<file path="src/rtl/mac_seq_divider.sv">
// Sequential restoring divider placed after the MAC accumulator.
// Divides a DIVIDEND_W-bit unsigned dividend by a DIVISOR_W-bit unsigned
// divisor and produces one quotient bit per clock. Both sides use
// valid/ready handshakes. Divide-by-zero skips the iterations and returns
// an all-ones quotient with the div_by_zero flag set.
module mac_seq_divider #(
  parameter int DIVIDEND_W = 34,
  parameter int DIVISOR_W  = 16
) (
  input  logic                  clk,
  input  logic                  rst,
  input  logic                  in_valid,
  output logic                  in_ready,
  input  logic [DIVIDEND_W-1:0] dividend,
  input  logic [DIVISOR_W-1:0]  divisor,
  output logic                  out_valid,
  input  logic                  out_ready,
  output logic [DIVIDEND_W-1:0] quotient,
  output logic [DIVISOR_W-1:0]  remainder,
  output logic                  div_by_zero
);

  localparam logic [1:0] IDLE = 2'd0;
  localparam logic [1:0] RUN  = 2'd1;
  localparam logic [1:0] DONE = 2'd2;

  localparam int CNT_W = $clog2(DIVIDEND_W + 1);

  logic [1:0]            state_reg;
  logic [DIVIDEND_W-1:0] shift_reg;      // dividend bits out at the top, quotient bits in at the bottom
  logic [DIVISOR_W-1:0]  d_reg;          // latched divisor
  logic [DIVISOR_W-1:0]  r_reg;          // partial remainder, always < d_reg between steps
  logic [CNT_W-1:0]      cnt_reg;        // iterations still to perform
  logic [DIVIDEND_W-1:0] quotient_reg;
  logic [DIVISOR_W-1:0]  remainder_reg;
  logic                  dbz_reg;

  // The trial value carries one extra bit so the compare/subtract
  // against the divisor can never overflow.
  logic [DIVISOR_W:0]    trial_next;
  logic [DIVISOR_W:0]    d_ext;
  logic                  q_bit_next;
  logic [DIVISOR_W-1:0]  r_next;
  logic [DIVIDEND_W-1:0] shift_next;

  // One restoring-division step: shift in the next dividend bit, subtract if it fits.
  always_comb begin
    trial_next = {r_reg, shift_reg[DIVIDEND_W-1]};
    d_ext      = {1'b0, d_reg};
    q_bit_next = (trial_next >= d_ext);
    r_next     = q_bit_next ? DIVISOR_W'(trial_next - d_ext)
                            : trial_next[DIVISOR_W-1:0];
    shift_next = {shift_reg[DIVIDEND_W-2:0], q_bit_next};
  end

  // Control FSM, iteration datapath and result registers.
  always_ff @(posedge clk) begin
    if (rst) begin
      state_reg     <= IDLE;
      shift_reg     <= '0;
      d_reg         <= '0;
      r_reg         <= '0;
      cnt_reg       <= '0;
      quotient_reg  <= '0;
      remainder_reg <= '0;
      dbz_reg       <= 1'b0;
    end else begin
      case (state_reg)
        IDLE: begin
          if (in_valid) begin
            if (divisor == '0) begin
              // No iterations needed: publish the saturated result directly.
              quotient_reg  <= '1;
              remainder_reg <= '0;
              dbz_reg       <= 1'b1;
              state_reg     <= DONE;
            end else begin
              shift_reg <= dividend;
              d_reg     <= divisor;
              r_reg     <= '0;
              cnt_reg   <= CNT_W'(DIVIDEND_W);
              state_reg <= RUN;
            end
          end
        end
        RUN: begin
          shift_reg <= shift_next;
          r_reg     <= r_next;
          cnt_reg   <= cnt_reg - CNT_W'(1);
          if (cnt_reg == CNT_W'(1)) begin
            // Last step: the shift register now holds the full quotient.
            quotient_reg  <= shift_next;
            remainder_reg <= r_next;
            dbz_reg       <= 1'b0;
            state_reg     <= DONE;
          end
        end
        DONE: begin
          if (out_ready) begin
            state_reg <= IDLE;
          end
        end
        default: state_reg <= IDLE;
      endcase
    end
  end

  assign in_ready    = (state_reg == IDLE);
  assign out_valid   = (state_reg == DONE);
  assign quotient    = quotient_reg;
  assign remainder   = remainder_reg;
  assign div_by_zero = dbz_reg;

endmodule

</file>
<file path="config.mk">
export PLATFORM = sky130hd
export DESIGN_NAME = mac_seq_divider
export DESIGN_NICKNAME = d
export VERILOG_FILES = /design/src/rtl/mac_seq_divider.sv
export SDC_FILE = /design/constraint.sdc
export NUM_CORES = 1
export LEC_CHECK = 0
export CORE_UTILIZATION = 35
export DETAILED_ROUTE_END_ITERATION = 8
export GPL_TIMING_DRIVEN = 0
export SLEW_MARGIN = 20
export SYNTH_ARGS = -nofsm -noshare
export SYNTH_HDL_FRONTEND = slang
export SYNTH_SLANG_ARGS = --single-unit
</file>
<file path="constraint.sdc">
create_clock -name clk -period 4.8 [get_ports clk]
set_input_delay 0.96 -clock clk [delete_from_list [all_inputs] [get_ports clk]]
set_output_delay 0.96 -clock clk [all_outputs]
set_load 0.03 [all_outputs]
</file>
Word level (Yosys, flattened, before mapping)

Cells that the tools add are included.

Register bits: 125
Bits of input ports: 54

$add $sub $neg: 2
Order comparisons: 1
Equality and inequality tests: 8
Muxes and demuxes: 27
Bitwise operators: 1
Reduce and logical (&&, ||, !) cells: 7

Operator list:

| operator                                                                | count |
|---|---|
| 34-bit two-way mux                                                      | 5 |
| 34-bit case mux with 2 select lines                                     | 2 |
| 16-bit two-way mux                                                      | 6 |
| 16-bit case mux with 2 select lines                                     | 2 |
| 17-bit by 16-bit greater-or-equal comparator with 1-bit output          | 1 |
| 16-bit logical NOT                                                      | 1 |
| 16-bit subtractor                                                       | 1 |
| 6-bit two-way mux                                                       | 2 |
| 6-bit case mux with 2 select lines                                      | 1 |
| 3-bit AND reduction                                                     | 3 |
| 2-bit two-way mux                                                       | 4 |
| 6-bit by 1-bit equality test with 1-bit output, second input constant   | 1 |
| 2-bit inequality test, second input constant                            | 3 |
| 2-bit case mux with 3 select lines                                      | 1 |
| 6-bit by 1-bit subtractor with 6-bit output, second input constant      | 1 |
| 2-bit by 1-bit inequality test with 1-bit output, second input constant | 2 |
| 4-bit AND reduction                                                     | 1 |
| 1-bit two-way mux                                                       | 3 |
| 2-bit by 1-bit equality test with 1-bit output, second input constant   | 1 |
| 2-bit equality test, second input constant                              | 1 |
| 2-bit logical NOT                                                       | 1 |
| 1-bit case mux with 2 select lines                                      | 1 |
| 2-bit nonzero test                                                      | 1 |
| 1-bit NOT                                                               | 1 |

Logic depth before layout (Yosys ltp)

Word-level depth: 4
Depth in mapped cells: 10
Depth with buffers taken out: 10

Worst setup path before layout

Ideal clock, no wire load.

Path type: input to register
Start: input port divisor[2]
End: register remainder_reg[14] (netlist: remainder[14])
Library setup time: 0.125 ns
Data arrival time: 2.353 ns
Data required time: 4.675 ns
Setup slack: 2.322 ns
Cell stages on the path: 9
Path buffers: 2
Path through: nor4_1 -> nand4_1 -> nor2_1 -> o21a_1 -> buf_2 -> nor2_1 -> clkbuf_8 -> a32oi_1 -> o31ai_1

Cells in the longest elaborated chain, start to end: 3

Ends and longest elaborated chain:

| what                                                              | RTL line | text |
|---|---|---|
| start: declaration                                                | 15       | `input logic [DIVISOR_W-1:0] divisor,` |
| 16-bit logical NOT                                                | 71       | `if (divisor == '0) begin` |
| 2-bit by 1-bit inequality test with 1-bit output (no source line) | -        |  |
| 4-bit AND reduction (no source line)                              | -        |  |
| end signal: assignment                                            | 93       | `remainder_reg <= r_next;` |
| end: declaration                                                  | 35       | `logic [DIVISOR_W-1:0] remainder_reg;` |

No other way between the ends.
A chain may end at the register's enable or synchronous reset.

Worst setup path in the final report

Start: input port divisor[11]
End: register shift_reg[24]

Cells in the longest elaborated chain, start to end: 3

Ends and longest elaborated chain:

| what                                   | RTL line | text |
|---|---|---|
| 16-bit logical NOT                     | 71       |  |
| 2-bit inequality test (no source line) | -        |  |
| 3-bit AND reduction (no source line)   | -        |  |
| end signal: assignment                 | 78       | `shift_reg <= dividend;` |
| end signal: assignment                 | 87       | `shift_reg <= shift_next;` |
| end: declaration                       | 30       | `logic [DIVIDEND_W-1:0] shift_reg;` |

No other way between the ends.

==> flow_summary.ini <==
[sta]
finalCriticalPeriod_ns = 3.15
timing.setup.tns_ns = 0
slew_headroom_pct = 49.6
hold_viol = 0
skew_ns = 0.00613
rsz0062_at_grt = false
setup-violations-final = 0
period_share_pct = 65.6
tightest_slew_ns = 0.754
slew_violations = 0
fmax_mhz = 318

[logic_synthesis]
synth.top_cell.area_share_pct = 42.2
yosysSeqAreaShare_pct = 42.2
yosysMostFrequentCell = nand2_1
synthCells = 731
synth-edff-count = 0
synth-seq-cells = 125
syn-num-nets = 804
syn_area_per_cell_um2 = 8.11
async_flop_share_pct = 0
syn_area_mm2 = 0.00593
netlist-cell-type-count = 73
yosys-top-cells-area = dfxtp_1 42%, nand2_1 8.5%, nor3_1 6.8%
synthesis.yosys.warnings = 0
yosys.area.top_type = dfxtp_1
synth_flop_cell = dfxtp_1
ys_top_cells_by_count = 134 x nand2_1, 125 x dfxtp_1, 88 x nor2_1

[global_routing]
grt_pass1_vias = 5432
grt-ovfl-total = 0
grt_pass1_wl_mm = 28.1
grt_start_max_net_pins = 17
antenna_found_initial = 0
track_usage_pct = 20.6

[placement]
port-buffer-count = 106
hpwl_mm = 12.8
place_congestion = 0.885
placed_area_mm2 = 0.00727

[clock_tree]
cts_setup_buffers = 0
cts_hold_buf = 0
cts_root_buf = clkbuf_16
cts.clk_slew.worst_paths_ns = 0.06
cts_buffers = 17
ctsResizeCount = 0
clock_latency_ns = 0.42
cts_buffer_depth = 2
cts_sinks = 125
h-tree-depth = 4
cts_tree = built

[setup_path]
critical_path_required_ns = 5.07
slowest_delay_ns = 0.59
worstPathCellList = clkdlybuf4s50_1 > nor4_1 > nand4_1 > a21oi_1 > nor2_1 > buf_2 > buf_1 > a311oi_1
worst_r2r_path_depth = 10
path_class = primary input to register
crit_fanout = 10
slowest_stage = nor2_1
critPathLaunchType = primary input
critPathCaptureType = register
cp.arrival_ns = 3.42

[pwr]
power_density_mw_per_mm2 = 503
vdd_drop_max_uv = 238
leakage_nw = 2.90

[job]
drv_cap = 0

[min_path]
hold_depth = 2
hp-class = register to register

[routing]
drc = 0
drt-total-wl_mm = 17.3
antenna_left = 0
dr.pass1.iters = 5
drt-vias-per-instance = 5.19
wl_per_cell_um = 15.9
drt_iter0_drc = 299
vias = 5647

[floorplan]
rows = 47
ios = 107
die_w_um = 132
die_y_um = 132
dieArea_mm2 = 0.0175
coreArea_mm2 = 0.0166
start_util_pct = 35.8

[layout]
diodes = 0
nets = 929
n_fill_cell = 1676
drive_above_1_share_pct = 8.06
finalInstanceArea_mm2 = 0.00786
area_growth_pct = 32.5

[outcome]
outcome = finished, final reports clean
-- power by group --
group | internal [mW] | switching [mW] | total, mW
Clock | 0.771 | 0.513 | 1.28
Combinational | 0.598 | 0.852 | 1.45
Sequential | 1.13 | 0.0873 | 1.22
-- layer usage --
metal / part of all wire [%] / global-route usage [%]
met1: 45 / 26.1
met3: 5.9 / 5.54
met5: 0 / 0
met4: 1.4 / 6.45
met2: 47 / 33.9
-- worst max-delay path: cells and delay by family --
kind,cells,cell delay (ns)
buf+inv,3,1.27
simple gates,3,0.89
compound gates,2,0.30
-- area by class of cell --
cell class                 instances  area, um2  area share [%]
clock buffer                      17        425            5.41
sequential                       125       2500            31.8
timing repair buffer             106       1060            13.5
inverter                          22       82.6            1.05
multi-input combinational        532       3090            39.3
buffer                            52        259            3.30
clock inverter                    15        166            2.12
tap                              220        275            3.50
-- worst paths after layout --
| check | start | to | slack [ns] |
|---|---|---|---|
| setup reg to reg | d_reg[4]$_SDFFE_PP0P_ | r_reg[14]$_SDFFE_PP0P_ | 2.13 |
| hold reg to reg | d_reg[11]$_SDFFE_PP0P_ | d_reg[11]$_SDFFE_PP0P_ | 0.45 |
| hold / removal | d_reg[11]$_SDFFE_PP0P_ | d_reg[11]$_SDFFE_PP0P_ | 0.45 |
| setup / recovery | divisor[11] | shift_reg[24]$_SDFFE_PP0P_ | 1.65 |
-- placed cells by master (no fill, tap or decap), types with 4 or more instances in the layout --
master / n
nand2_1: 134
dfxtp_1: 125
clkdlybuf4s50_1: 106
nor2_1: 88
nor3_1: 80
a21oi_1: 33
a311oi_1: 33
clkbuf_1: 30
inv_1: 22
ha_1: 18
clkbuf_16: 17
o21ai_0: 13
nand3_1: 13
xor2_1: 12
buf_2: 9
nor4_1: 6
o311ai_1: 6
clkinv_4: 6
buf_1: 5
nand2b_1: 5
or3_1: 5
a2bb2oi_1: 5
a221o_1: 5
xnor2_1: 4
a22oi_1: 4
-- per-stage QoR --
stage | utilization (%) | power (mW) | setup slack [ns] | instances | hold slack [ns]
5_1_grt | 47.4 | 4.17 | 1.46 | 1089 | 0.478
3_5_place_dp | 43.8 | 2.67 | 1.23 | 1057 | 0.447
3_3_place_gp | 43.8 | 2.68 | 1.25 | 1057 | 0.440
2_1_floorplan | - | 2.32 | 2.32 | 731 | 0.436
6_report | 47.4 | 3.95 | 1.65 | 1089 | 0.454
4_1_cts | 47.4 | 3.97 | 1.67 | 1089 | 0.457
-- cells by family (layout without fill, tap and decap cells) --
logic type | Yosys count | in the layout | synth area share, %
flops | 125 | 125 | 42.2
compound gates | 141 | 141 | 18.6
fa+ha+maj | 19 | 19 | 4.14
simple gates | 352 | 352 | 26.3
xor+xnor | 16 | 16 | 2.36
buf+inv | 74 | 212 | 5.76
mux | 4 | 4 | 0.717
Power figures use the tool's default switching activity.
